==> src/rtl/ram_fill_pkg.sv <==
// Shared types and LFSR helpers for the RAM fill/verify controller.
// Tap masks are for a right-shifting Galois LFSR.
package ram_fill_pkg;

   typedef enum logic [1:0] {
      MODE_CONST = 2'd0,
      MODE_INCR  = 2'd1,
      MODE_LFSR  = 2'd2
   } mode_e;

   typedef enum logic [1:0] {
      S_IDLE,
      S_RUN,
      S_DRAIN,
      S_FINISH
   } state_e;

   function automatic logic [31:0] lfsr_taps(input int width);
      logic [31:0] t;
      case (width)
         4:       t = 32'h0000_000C;
         5:       t = 32'h0000_0014;
         6:       t = 32'h0000_0030;
         7:       t = 32'h0000_0060;
         8:       t = 32'h0000_00B8;
         9:       t = 32'h0000_0110;
         10:      t = 32'h0000_0240;
         11:      t = 32'h0000_0500;
         12:      t = 32'h0000_0829;
         13:      t = 32'h0000_100D;
         14:      t = 32'h0000_2015;
         15:      t = 32'h0000_6000;
         16:      t = 32'h0000_D008;
         17:      t = 32'h0001_2000;
         18:      t = 32'h0002_0400;
         19:      t = 32'h0004_0023;
         20:      t = 32'h0009_0000;
         21:      t = 32'h0014_0000;
         22:      t = 32'h0030_0000;
         23:      t = 32'h0042_0000;
         24:      t = 32'h00E1_0000;
         25:      t = 32'h0120_0000;
         26:      t = 32'h0200_0023;
         27:      t = 32'h0400_0013;
         28:      t = 32'h0900_0000;
         29:      t = 32'h1400_0000;
         30:      t = 32'h2000_0029;
         31:      t = 32'h4800_0000;
         default: t = 32'h8020_0003;
      endcase
      return t;
   endfunction

   function automatic logic [31:0] lfsr_next(
      input logic [31:0] state,
      input logic [31:0] taps
   );
      return (state >> 1) ^ (state[0] ? taps : 32'h0);
   endfunction

endpackage

==> src/rtl/ram_fill_ctrl_pattern.sv <==
// Data pattern generator: constant, incrementing or Galois LFSR.
// load latches mode and start value; advance steps to the next word.
module ram_fill_pattern
   import ram_fill_pkg::*;
#(
   parameter int                DATA_W    = 8,
   parameter logic [DATA_W-1:0] LFSR_SEED = 'h1
) (
   input  logic              clock,
   input  logic              reset,
   input  logic              load,
   input  logic              advance,
   input  logic [1:0]        mode,
   input  logic [DATA_W-1:0] value,
   output logic [DATA_W-1:0] data
);

   localparam logic [31:0] TAPS = lfsr_taps(DATA_W);

   logic [1:0]        mode_r;
   logic [DATA_W-1:0] step;

   always_comb begin
      step = data;
      case (mode_r)
         MODE_INCR: step = data + DATA_W'(1);
         MODE_LFSR: step = DATA_W'(lfsr_next(32'(data), TAPS));
         default:   step = data;
      endcase
   end

   // a zero seed would lock the LFSR, so it falls back to LFSR_SEED
   always_ff @(posedge clock) begin
      if (reset) begin
         mode_r <= '0;
         data   <= '0;
      end else if (load) begin
         mode_r <= mode;
         data   <= (mode == MODE_LFSR && value == '0) ? LFSR_SEED : value;
      end else if (advance) begin
         data <= step;
      end
   end

endmodule

==> src/rtl/ram_fill_ctrl.sv <==
// Fills or verifies a contiguous, wrapping window of a single-port RAM.
// Verify compares ram_q against the issue-side pattern piped RD_LAT deep.
module ram_fill_ctrl
   import ram_fill_pkg::*;
#(
   parameter int                ADDR_W    = 8,
   parameter int                DATA_W    = 8,
   parameter int                RD_LAT    = 2,
   parameter logic [DATA_W-1:0] LFSR_SEED = 'h1
) (
   input  logic              clock,
   input  logic              reset,
   input  logic              start,
   input  logic              verify,
   input  logic [1:0]        mode,
   input  logic [DATA_W-1:0] fill_value,
   input  logic [ADDR_W-1:0] base_addr,
   input  logic [ADDR_W:0]   length,
   output logic              busy,
   output logic              done,
   output logic [ADDR_W-1:0] ram_address,
   output logic [DATA_W-1:0] ram_data,
   output logic              ram_wren,
   input  logic [DATA_W-1:0] ram_q,
   output logic              error,
   output logic [ADDR_W-1:0] err_addr,
   output logic [ADDR_W:0]   err_count
);

   localparam logic [ADDR_W:0] DEPTH_L = {1'b1, {ADDR_W{1'b0}}};
   localparam logic [ADDR_W:0] ONE     = (ADDR_W+1)'(1);

   state_e            state, state_nx;
   logic              verify_r;
   logic [ADDR_W:0]   rem;
   logic [ADDR_W-1:0] addr_r;
   logic [ADDR_W:0]   len_c;
   logic              accept, load, issue, advance, mismatch;

   logic              pv [RD_LAT];
   logic [ADDR_W-1:0] pa [RD_LAT];
   logic [DATA_W-1:0] pd [RD_LAT];

   assign len_c   = (length > DEPTH_L) ? DEPTH_L : length;
   assign accept  = (state == S_IDLE) && start;
   assign load    = accept && (len_c != '0);
   assign issue   = (state == S_RUN);
   assign advance = issue && (rem != ONE);

   assign busy        = (state != S_IDLE);
   assign done        = (state == S_FINISH);
   assign ram_wren    = issue && !verify_r;
   assign ram_address = addr_r;
   assign mismatch    = pv[RD_LAT-1] && (ram_q != pd[RD_LAT-1]);

   always_ff @(posedge clock) begin
      if (reset) state <= S_IDLE;
      else       state <= state_nx;
   end

   always_comb begin
      state_nx = state;
      unique case (state)
         S_IDLE:
            if (start) state_nx = (len_c == '0) ? S_FINISH : S_RUN;
         S_RUN:
            if (rem == ONE) state_nx = verify_r ? S_DRAIN : S_FINISH;
         S_DRAIN:
            if (rem == '0) state_nx = S_FINISH;
         S_FINISH:
            state_nx = S_IDLE;
         default:
            state_nx = S_IDLE;
      endcase
   end

   // rem counts issues left in RUN, then drain cycles left in DRAIN
   always_ff @(posedge clock) begin
      if (reset) begin
         verify_r  <= 1'b0;
         rem       <= '0;
         addr_r    <= '0;
         error     <= 1'b0;
         err_addr  <= '0;
         err_count <= '0;
      end else begin
         if (accept) begin
            verify_r  <= verify;
            rem       <= len_c;
            error     <= 1'b0;
            err_addr  <= '0;
            err_count <= '0;
            if (load) addr_r <= base_addr;
         end else if (issue) begin
            rem <= (rem == ONE) ? (ADDR_W+1)'(RD_LAT - 1) : rem - ONE;
            if (advance) addr_r <= addr_r + ADDR_W'(1);
         end else if (state == S_DRAIN) begin
            rem <= rem - ONE;
         end
         if (mismatch) begin
            if (err_count != '1) err_count <= err_count + ONE;
            if (!error) begin
               error    <= 1'b1;
               err_addr <= pa[RD_LAT-1];
            end
         end
      end
   end

   always_ff @(posedge clock) begin
      if (reset) begin
         for (int k = 0; k < RD_LAT; k++) begin
            pv[k] <= 1'b0;
            pa[k] <= '0;
            pd[k] <= '0;
         end
      end else begin
         pv[0] <= issue && verify_r;
         pa[0] <= addr_r;
         pd[0] <= ram_data;
         for (int k = 1; k < RD_LAT; k++) begin
            pv[k] <= pv[k-1];
            pa[k] <= pa[k-1];
            pd[k] <= pd[k-1];
         end
      end
   end

   ram_fill_pattern #(
      .DATA_W    (DATA_W),
      .LFSR_SEED (LFSR_SEED)
   ) u_pattern (
      .clock   (clock),
      .reset   (reset),
      .load    (load),
      .advance (advance),
      .mode    (mode),
      .value   (fill_value),
      .data    (ram_data)
   );

endmodule

==> config.mk <==
export PLATFORM = sky130hd
export DESIGN_NAME = ram_fill_ctrl
export DESIGN_NICKNAME = d
export VERILOG_FILES = /design/src/rtl/ram_fill_pkg.sv /design/src/rtl/ram_fill_ctrl_pattern.sv /design/src/rtl/ram_fill_ctrl.sv
export SDC_FILE = /design/constraint.sdc
export NUM_CORES = 1
export LEC_CHECK = 0
export CORE_AREA = 2 2 101 103
export DETAILED_ROUTE_END_ITERATION = 10
export DIE_AREA = 0 0 103 105
export MAX_ROUTING_LAYER = met4
export PLACE_DENSITY_LB_ADDON = 0.1
export SETUP_SLACK_MARGIN = 0.3
export SLEW_MARGIN = 25
export SYNTH_ARGS = -nofsm -noshare
export SYNTH_HDL_FRONTEND = slang
export SYNTH_SLANG_ARGS = --single-unit
==> constraint.sdc <==
create_clock -name clock -period 2.4 [get_ports clock]
set_input_delay 0.36 -clock clock [delete_from_list [all_inputs] [get_ports clock]]
set_output_delay 0.36 -clock clock [all_outputs]
set_load 0.005 [all_outputs]
==> flow_summary.json <==
{
  "combPwrFrac": 0.398,
  "wl_per_cell_microns": 14.6,
  "cts_tree": "yes",
  "synth_seq_cells": 82,
  "cp_data_arrival_time_ns": 2.37,
  "switching_share": 0.374,
  "relSlewSlack": 0.564,
  "avgSynthCellArea_sq_um": 8.64,
  "rsz0062_at_grt": "yes",
  "clockRootBuffer": "clkbuf_8",
  "synth_async_sr_flop_share": 0,
  "synth_cell_types": 55,
  "power_frac_seq": 0.393,
  "internal_power_mw": 2.95,
  "skew_ns": 0.0142,
  "period_minus_slack_ns": 2.08,
  "overflow": 0,
  "synth_ff_type": "dfxtp_1",
  "slowest_delay_ns": 0.35,
  "io_pins": 76,
  "syn_nets": 493,
  "drive_above_1_share": 0.158,
  "power_frac_clock": 0.209,
  "maxCapViolCount": 0,
  "max-vdd-ir-drop_uv": 433,
  "vias": 3543,
  "finalHoldViolCount": 0,
  "grt_usage": 0.192,
  "hold_slack_ns": 0.443,
  "vias_per_cell": 5.22,
  "hold_class": "flip-flop to flip-flop",
  "die_x_microns": 103,
  "drt_first_pass_iters": 4,
  "ctsHoldBuffers": 0,
  "p_leak_nw": 1.98,
  "yosys-top-cells-area": "dfxtp_1 43%, nor2b_1 6.0%, a21oi_1 4.2%",
  "start_util": 0.397,
  "worst_pin_slew_ns": 0.652,
  "grt_pass1_wl_microns": 16300,
  "status": "complete, no violations",
  "ant_nets": 0,
  "clk_latency_ns": 0.35,
  "yosys_warnings": 0,
  "clockBufferDepth": 2,
  "area_growth_pct": 37.6,
  "setup-tns-final_ns": 0,
  "clk_pin_slew_ns": 0.10,
  "period_share": 0.868,
  "p_per_area_nw_per_um2": 895,
  "core_area_sq_um": 9640,
  "grt_max_degree": 40,
  "path_cells": "ha_4 > and3_4 > and3_4 > and3_4 > ha_4 > nor2b_1 > o21ai_1 > buf_4 > buf_6 > or3_1 > o21ai_1",
  "numCtsBuffers": 9,
  "synth_most_common_cell": "dfxtp_1",
  "endpoint_kind": "flip-flop",
  "cp.required_ns": 2.68,
  "die_h_microns": 105,
  "cts_sinks": 82,
  "startpoint_type": "flip-flop",
  "gp_congestion": 0.896,
  "drtIter0Drc": 149,
  "port_buffers": 75,
  "setup_viol_count_final": 0,
  "netlist_top_cells_count": "82 x dfxtp_1, 42 x nand2_1, 37 x nor2b_1, 32 x a21oi_1, 27 x nor2_1",
  "antennaDiodeCount": 0,
  "grt_pass1_vias": 3283,
  "total_power_mw": 4.71,
  "synth_edf_count": 0,
  "antenna_found_initial": 0,
  "n_fill_cell": 960,
  "hpwl_microns": 7130,
  "postSynthCellCount": 443,
  "netlist_area_sq_um": 3830,
  "clock.fmax_mhz": 480,
  "critical_path_class": "flip-flop to flip-flop",
  "routed_wirelength_microns": 9910,
  "cts_max_level": 3,
  "rows": 36,
  "cp_slowest_cell": "dfxtp_2",
  "drcViolationCount": 0,
  "dieArea_sq_um": 10800,
  "drv_slew": 0,
  "yosysTopAreaCellShare": 0.429,
  "synth_top_area_cell": "dfxtp_1",
  "crit_fanout": 7,
  "cp_common_cell": "and3_4",
  "yosysSeqAreaShare": 0.429,
  "nets": 591,
  "p_switching_mw": 1.76
}
final timing paths:
check | endpoint | slack, ns | start | depth (start not counted)
setup / recovery | err_count[0]$_SDFF_PP0_ | 0.32 | err_count[1]$_SDFF_PP0_ | 11
hold / removal | pa[0][8]$_SDFF_PP0_ | 0.44 | pa[0][0]$_SDFF_PP0_ | 1
setup reg to reg | err_count[0]$_SDFF_PP0_ | 0.32 | err_count[1]$_SDFF_PP0_ | 11
hold reg to reg | pa[0][8]$_SDFF_PP0_ | 0.44 | pa[0][0]$_SDFF_PP0_ | 1
per-layer routing:
metal | share of wire | track usage
met5 | 0 | -
met1 | 0.47 | 0.256
met4 | 0.0091 | 0.0451
met2 | 0.48 | 0.305
met3 | 0.042 | 0.0288
worst max-delay path: cells and delay by family, from the launching register on:
family / cells / cell delay, ns
simple gates: 5 / 0.94
fa+ha+maj: 2 / 0.30
buf+inv: 2 / 0.29
compound gates: 2 / 0.14
flops: 1 / 0.35
cells by family (layout without fill, tap and decap cells):
kind of cell / Yosys count / after routing / share of synthesized area
AOI/OAI and AO/OA: 112 / 112 / 0.194
xor gates and xnor gates: 15 / 15 / 0.0343
adders and majority gates: 11 / 11 / 0.0360
buffers and inverters: 33 / 136 / 0.0337
DFF: 82 / 82 / 0.429
muxes: 5 / 5 / 0.0137
and+or+nand+nor: 185 / 185 / 0.259
power groups by stage:
| stage | Clock (mW) | Sequential, mW | Combinational [mW] |
|---|---|---|---|
| after floorplan | 0 | 1.77 | 1.07 |
| after global placement | 0 | 1.85 | 1.69 |
| after detailed placement | 0 | 1.86 | 1.70 |
| after CTS | 1.01 | 1.83 | 1.78 |
| after global routing | 1.07 | 1.89 | 2.05 |
| final | 0.986 | 1.85 | 1.87 |
sequential cells by signal (all words and copies together) (netlist names):
| name | cells |
|---|---|
| err_count | 9 |
| rem | 9 |
| u_pattern.mode_r | 2 |
| pv | 2 |
| u_pattern.data | 8 |
| pa | 16 |
| state | 2 |
| error | 1 |
| err_addr | 8 |
| pd | 16 |
| verify_r | 1 |
| ram_address | 8 |
stage by stage:
stage / cells / area, sq um / setup slack [ns] / util
final: 679 / 5260 / 0.317 / 0.546
after global routing: 679 / 5260 / 0.162 / 0.546
after CTS: 674 / 5170 / 0.278 / 0.536
after detailed placement: 652 / 4860 / 0.0796 / 0.504
after global placement: 652 / 4860 / 0.116 / 0.504
after floorplan: 443 / 3830 / 0.323 / -
layout by cell type, fill, tap and decap left out, types with 5 or more instances in the layout:
cell / count
inv_1: 8
nand2_1: 40
nor3_1: 8
clkbuf_8: 9
dfxtp_2: 5
nor2_1: 27
ha_1: 6
a21oi_1: 32
nand3_1: 21
nor3b_1: 8
nor2b_1: 36
buf_4: 32
a211oi_1: 10
nand4_1: 7
o211ai_1: 11
clkdlybuf4s50_1: 74
and3_1: 6
and2_1: 8
dfxtp_1: 76
o21ai_1: 5
xnor2_1: 11
a31oi_1: 8
o21ai_0: 14
area by class of cell:
| cell class | count | area (sq um) | area share |
|---|---|---|---|
| multi-input combinational | 328 | 2180 | 0.413 |
| sequential | 82 | 1650 | 0.314 |
| timing repair buffer | 110 | 1040 | 0.197 |
| tap | 133 | 166 | 0.0316 |
| clock buffer | 9 | 124 | 0.0235 |
| clock inverter | 7 | 71.3 | 0.0135 |
| inverter | 10 | 37.5 | 0.00713 |
timing repair:
item                                    4_1_cts  5_1_grt
setup buffers                                 6        5
pin swaps                                     4        4
endpoints found under the hold margin         0        0
resized for setup                            19       17
endpoints found under the setup margin        6       23
cloned                                        0        0
Note: power is estimated with default switching activity, not from simulation.
